==> src/rtl/display_pkg.sv <==
// Shared definitions for the display scan controller.
// Contents:
//   sel_e      - digit-slot FSM states (ones, tens, hundreds)
//   SEG_*      - active-low 7-segment patterns, bit order {g,f,e,d,c,b,a}
package display_pkg;

    typedef enum logic [1:0] {
        Sel0 = 2'd0,  // ones slot
        Sel1 = 2'd1,  // tens slot
        Sel2 = 2'd2   // hundreds slot
    } sel_e;

    localparam logic [6:0] SEG_BLANK = 7'b1111111;
    localparam logic [6:0] SEG_DASH  = 7'b0111111;

    localparam logic [6:0] SEG_0 = 7'b1000000;
    localparam logic [6:0] SEG_1 = 7'b1111001;
    localparam logic [6:0] SEG_2 = 7'b0100100;
    localparam logic [6:0] SEG_3 = 7'b0110000;
    localparam logic [6:0] SEG_4 = 7'b0011001;
    localparam logic [6:0] SEG_5 = 7'b0010010;
    localparam logic [6:0] SEG_6 = 7'b0000010;
    localparam logic [6:0] SEG_7 = 7'b1111000;
    localparam logic [6:0] SEG_8 = 7'b0000000;
    localparam logic [6:0] SEG_9 = 7'b0010000;

endpackage

==> src/rtl/seg7_decode.sv <==
// Combinational BCD to 7-segment decoder.
// Ports:
//   code_i  in  4  digit code; 0-9 decode normally, 10-15 show a dash
//   seg_o   out 7  active-low segments {g,f,e,d,c,b,a}
module seg7_decode
    import display_pkg::*;
(
    input  logic [3:0] code_i,
    output logic [6:0] seg_o
);

    always_comb begin
        seg_o = SEG_DASH;
        case (code_i)
            4'd0:    seg_o = SEG_0;
            4'd1:    seg_o = SEG_1;
            4'd2:    seg_o = SEG_2;
            4'd3:    seg_o = SEG_3;
            4'd4:    seg_o = SEG_4;
            4'd5:    seg_o = SEG_5;
            4'd6:    seg_o = SEG_6;
            4'd7:    seg_o = SEG_7;
            4'd8:    seg_o = SEG_8;
            4'd9:    seg_o = SEG_9;
            // Out-of-range codes are an upstream error; show a dash.
            default: seg_o = SEG_DASH;
        endcase
    end

endmodule

==> src/rtl/display_scan_ctrl.sv <==
// Time-multiplexes three BCD digits onto a shared 7-segment bus with per-digit
// active-low anode enables. New digits are taken into a shadow copy only at the
// hundreds->ones frame boundary, so a frame never mixes old and new values.
// Ports:
//   clk, rst        clock, synchronous active-high reset
//   digit0..2       ones / tens / hundreds BCD input
//   blank_lz        1 = suppress leading zeros (judged on the shadow digits)
//   update_req      request to latch digit0..2, held until update_ack
//   update_ack      one-cycle pulse, high the cycle the new shadow takes effect
//   an[2:0]         anode enables, active-low, an[i] drives digit i
//   seg[6:0]        {g,f,e,d,c,b,a}, active-low
module display_scan_ctrl
    import display_pkg::*;
#(
    parameter int unsigned SCAN_DIV     = 50000,
    parameter int unsigned BLANK_CYCLES = 500
) (
    input  logic       clk,
    input  logic       rst,
    input  logic [3:0] digit0,
    input  logic [3:0] digit1,
    input  logic [3:0] digit2,
    input  logic       blank_lz,
    input  logic       update_req,
    output logic       update_ack,
    output logic [2:0] an,
    output logic [6:0] seg
);

    localparam int unsigned CntW = (SCAN_DIV > 1) ? $clog2(SCAN_DIV) : 1;

    logic [CntW-1:0] cnt_q, cnt_d;
    sel_e            state_q, state_d;
    logic [3:0]      sh0_q, sh0_d, sh1_q, sh1_d, sh2_q, sh2_d;
    logic            ack_q, ack_d;
    logic [2:0]      an_q, an_d;
    logic [6:0]      seg_q, seg_d;

    logic            wrap;
    logic            latch;
    logic [3:0]      cur_digit;
    logic [2:0]      slot_an;
    logic            lz_blank;
    logic [6:0]      dec_seg;

    seg7_decode u_dec (
        .code_i (cur_digit),
        .seg_o  (dec_seg)
    );

    always_comb begin
        wrap    = (cnt_q == CntW'(SCAN_DIV - 1));
        cnt_d   = wrap ? '0 : cnt_q + CntW'(1);
        state_d = state_q;
        if (wrap) begin
            case (state_q)
                Sel0:    state_d = Sel1;
                Sel1:    state_d = Sel2;
                default: state_d = Sel0;
            endcase
        end

        // Shadow only changes on the frame wrap, keeping each frame consistent.
        latch = wrap && (state_q == Sel2) && update_req;
        sh0_d = latch ? digit0 : sh0_q;
        sh1_d = latch ? digit1 : sh1_q;
        sh2_d = latch ? digit2 : sh2_q;
        ack_d = latch;

        case (state_q)
            Sel0: begin
                cur_digit = sh0_q;
                slot_an   = 3'b110;
                lz_blank  = 1'b0;
            end
            Sel1: begin
                cur_digit = sh1_q;
                slot_an   = 3'b101;
                lz_blank  = blank_lz && (sh1_q == 4'd0) && (sh2_q == 4'd0);
            end
            default: begin
                cur_digit = sh2_q;
                slot_an   = 3'b011;
                lz_blank  = blank_lz && (sh2_q == 4'd0);
            end
        endcase

        // Anti-ghosting gap at slot start, or a suppressed leading zero.
        if ((cnt_q < CntW'(BLANK_CYCLES)) || lz_blank) begin
            an_d  = 3'b111;
            seg_d = SEG_BLANK;
        end else begin
            an_d  = slot_an;
            seg_d = dec_seg;
        end
    end

    always_ff @(posedge clk) begin
        if (rst) begin
            cnt_q   <= '0;
            state_q <= Sel0;
            sh0_q   <= 4'd0;
            sh1_q   <= 4'd0;
            sh2_q   <= 4'd0;
            ack_q   <= 1'b0;
            an_q    <= 3'b111;
            seg_q   <= SEG_BLANK;
        end else begin
            cnt_q   <= cnt_d;
            state_q <= state_d;
            sh0_q   <= sh0_d;
            sh1_q   <= sh1_d;
            sh2_q   <= sh2_d;
            ack_q   <= ack_d;
            an_q    <= an_d;
            seg_q   <= seg_d;
        end
    end

    assign update_ack = ack_q;
    assign an         = an_q;
    assign seg        = seg_q;

endmodule

==> config.mk <==
export PLATFORM = sky130hd
export DESIGN_NAME = display_scan_ctrl
export DESIGN_NICKNAME = d
export VERILOG_FILES = /design/src/rtl/display_pkg.sv /design/src/rtl/seg7_decode.sv /design/src/rtl/display_scan_ctrl.sv
export SDC_FILE = /design/constraint.sdc
export NUM_CORES = 1
export LEC_CHECK = 0
export CORE_ASPECT_RATIO = 1.75
export CORE_MARGIN = 1.5
export CORE_UTILIZATION = 31
export DETAILED_ROUTE_END_ITERATION = 10
export GPL_TIMING_DRIVEN = 0
export PLACE_DENSITY_LB_ADDON = 0.3
export SLEW_MARGIN = 0
export SYNTH_ARGS = -nofsm -noshare
export SYNTH_HDL_FRONTEND = slang
export SYNTH_SLANG_ARGS = --single-unit
==> constraint.sdc <==
create_clock -name clk -period 2.42 [get_ports clk]
set_clock_uncertainty 0.15 [all_clocks]
set_input_delay 0.484 -clock clk [delete_from_list [all_inputs] [get_ports clk]]
set_output_delay 0.484 -clock clk [all_outputs]
set_load 0.01 [all_outputs]
==> flow_summary.json <==
{
  "cts_tree": "built",
  "clk_transition_reported_paths_ns": 0.08,
  "fillCellCount": 638,
  "fin_hold_ws_ns": 0.324,
  "post-dp-hpwl_microns": 3320,
  "power.share.switching_pct": 19.8,
  "power.internal_mw": 1.12,
  "dieArea_sq_um": 6600,
  "tns_ns": 0,
  "max-slew-margin-rel_pct": 58.7,
  "crit_arrival_ns": 2.25,
  "min_period_ns": 2.25,
  "htree_levels": 2,
  "status": "complete, no violations",
  "synth_area_leaders": "dfxtp_1, nand3_1, a21oi_1",
  "drc_errors": 0,
  "power_frac_seq_pct": 49.0,
  "synth.ff_latch_count": 41,
  "synth_area_leader_cell": "dfxtp_1",
  "layout_setup_ws_ns": 0.173,
  "drt-pass1-iter-count": 4,
  "drv_slew": 0,
  "io_pins": 27,
  "ys_seq_area_share_pct": 43.4,
  "fin_area_sq_um": 2380,
  "grt_max_degree": 14,
  "wl_microns": 4350,
  "grt_usage_pct": 14.7,
  "via_count": 1638,
  "avgSynthCellArea_sq_um": 8.80,
  "cp_top_family": "compound AO/OA/AOI/OAI gates",
  "max_stage_delay_ns": 0.45,
  "cts_buffers": 5,
  "comb_power_share_pct": 3.5,
  "synth_area_sq_um": 1890,
  "via_per_inst": 5.02,
  "end_kind": "flop",
  "clock_latency_ns": 0.30,
  "grt_pass1_wl_microns": 7270,
  "antenna_found_initial": 0,
  "finalSetupViolations": 0,
  "nets": 267,
  "num_antenna_cells": 0,
  "grt_pass1_vias": 1635,
  "crit_fanout": 10,
  "cts_hold_buf": 0,
  "syn-instance-count": 215,
  "syn_nets": 235,
  "max_freq_ghz": 0.445,
  "ant_nets": 0,
  "synth_top_area_share_pct": 43.4,
  "clkSinkCount": 41,
  "gp_congestion": 0.913,
  "die_h_microns": 106,
  "cts_resized": 0,
  "synth_cell_types": 43,
  "required_ns": 2.42,
  "die_w_microns": 62.1,
  "port_buffers": 25,
  "dp_worst_setup_slack_ns": 0.0801,
  "regArea_sq_um": 821,
  "tightestPinTransition_ns": 0.620,
  "clock_path_buffers": 2,
  "power_density_nw_per_um2": 586,
  "power.switching_mw": 0.275,
  "leakage_nw": 0.794,
  "start_util_pct": 32.2,
  "syn2layout_area_growth_pct": 25.5,
  "num_rows": 37,
  "final.period_utilization_pct": 92.9,
  "multi_input_area_sq_um": 980,
  "maxCapViolations": 0,
  "pwr-share-clk_pct": 47.5,
  "slowest_stage": "o21ai_1",
  "wl_per_cell_microns": 13.3,
  "path_cells": "clkbuf_1 -> mux2i_1 -> o21ai_1 -> inv_1 -> ha_1 -> a21oi_1 -> o211ai_1",
  "hold_viol_final": 0,
  "cts_root_buf": "clkbuf_8",
  "ir_drop_v": 0.000244,
  "cts_setup_buffers": 0,
  "grt_setup_unrepaired": "no",
  "drtIter0Drc": 57,
  "critPathKind": "flop to flop",
  "cp-start-kind": "flop",
  "yosys_warnings": 0,
  "design.core.area_sq_um": 5880,
  "dpl_cell_area_sq_um": 2240,
  "grt_overflow_total": 0,
  "hold_class": "flop to flop",
  "cp_num_buf_inv": 2,
  "drive_above_1_share_pct": 8.87
}
## state kept, by name, summed over array words and instances, names as in the netlist
name	cells
cnt_q	16
sh2_q	4
sh1_q	4
sh0_q	4
an	3
seg	7
update_ack	1
state_q	2
## placed cells by master, fill, tap and decap left out, types with 5 or more instances in the layout
master           count
a21oi_1             19
clkbuf_1             7
clkbuf_8             5
clkdlybuf4s50_1     25
dfxtp_1             41
nand2_1             19
nand3_1             21
nand4_1              7
nor2_1              14
o21ai_0              9
o21ai_1             11
xor2_1               6
## worst paths after layout
kind	depth (start not counted)	end	from	slack [ns]
min	1	cnt_q[0]	cnt_q[0]	0.32
max reg2reg	7	seg[1]	state_q[0]	0.17
min reg2reg	1	cnt_q[0]	cnt_q[0]	0.32
max	7	seg[1]	state_q[0]	0.17
## power groups by stage
stage | combinational (mW) | sequential, mW | clock [mW]
global placement | 0.0499 | 0.699 | 0
global route | 0.0527 | 0.684 | 0.701
floorplan | 0.0208 | 0.698 | 0
detailed placement | 0.0492 | 0.699 | 0
CTS | 0.0498 | 0.683 | 0.671
finish | 0.0488 | 0.683 | 0.662
## area by class of cell
cell class,count,share of cell area (%)
clock inverter,3,2.74
tap,78,4.11
clock buffer,5,2.90
inverter,4,0.632
timing repair buffer,25,10.5
buffer,12,3.32
sequential,41,34.5
multi-input combinational,158,41.2
## metrics by stage
stage,std cells,power [mW],util (%)
after floorplan,215,0.719,-
after global placement,318,0.749,38.1
after detailed placement,318,0.748,38.1
after CTS,326,1.40,40.4
after global routing,326,1.44,40.4
final,326,1.39,40.4
## layer usage
| layer | part of all wire, % | wire length, microns | vias to the layer above | global-route usage (%) |
|---|---|---|---|---|
| met5 | 0 | 0 | - | 0 |
| met1 | 37 | 1610 | 767 | 14.1 |
| li1 | - | - | 833 | - |
| met3 | 3.5 | 153 | 10 | 3.89 |
| met2 | 57 | 2470 | 28 | 26.6 |
| met4 | 2.6 | 114 | 0 | 7.45 |
## logic make-up after synthesis
| group | synth area share (%) |
|---|---|
| DFF | 43.4 |
| adders and majority gates | 2.64 |
| muxes | 2.12 |
| AOI/OAI and AO/OA | 16.1 |
| and+or+nand+nor | 26.2 |
| buffers and inverters | 4.89 |
| xor gates and xnor gates | 4.63 |
## cells in the mapped netlist
cell type  instances
a311oi_2           1
o31ai_1            1
a21oi_1           19
nor2b_1            1
nand4_1            7
dfxtp_1           41
clkbuf_1           8
xor2_1             6
and4_1             1
nand2b_1           1
o21a_1             3
or2_2              1
and2_1             1
mux2i_1            4
o211ai_1           2
buf_6              2
o2111ai_1          1
ha_1               4
or4_2              1
a211oi_1           2
and3_1             3
nor4_1             3
o21ai_0           10
nand4bb_4          1
or3_1              4
nor4b_1            1
or4_1              1
a21o_1             1
o21ai_1           10
buf_2              1
o211a_1            1
inv_1              4
or4_4              2
nand2_1           19
nor3_1             2
nand4b_1           1
buf_12             1
nor2_1            14
xnor2_1            4
nor2_2             2
nor4_4             1
nand3_1           21
o311ai_0           1
No activity file was read; power rests on OpenSTA's default activity.
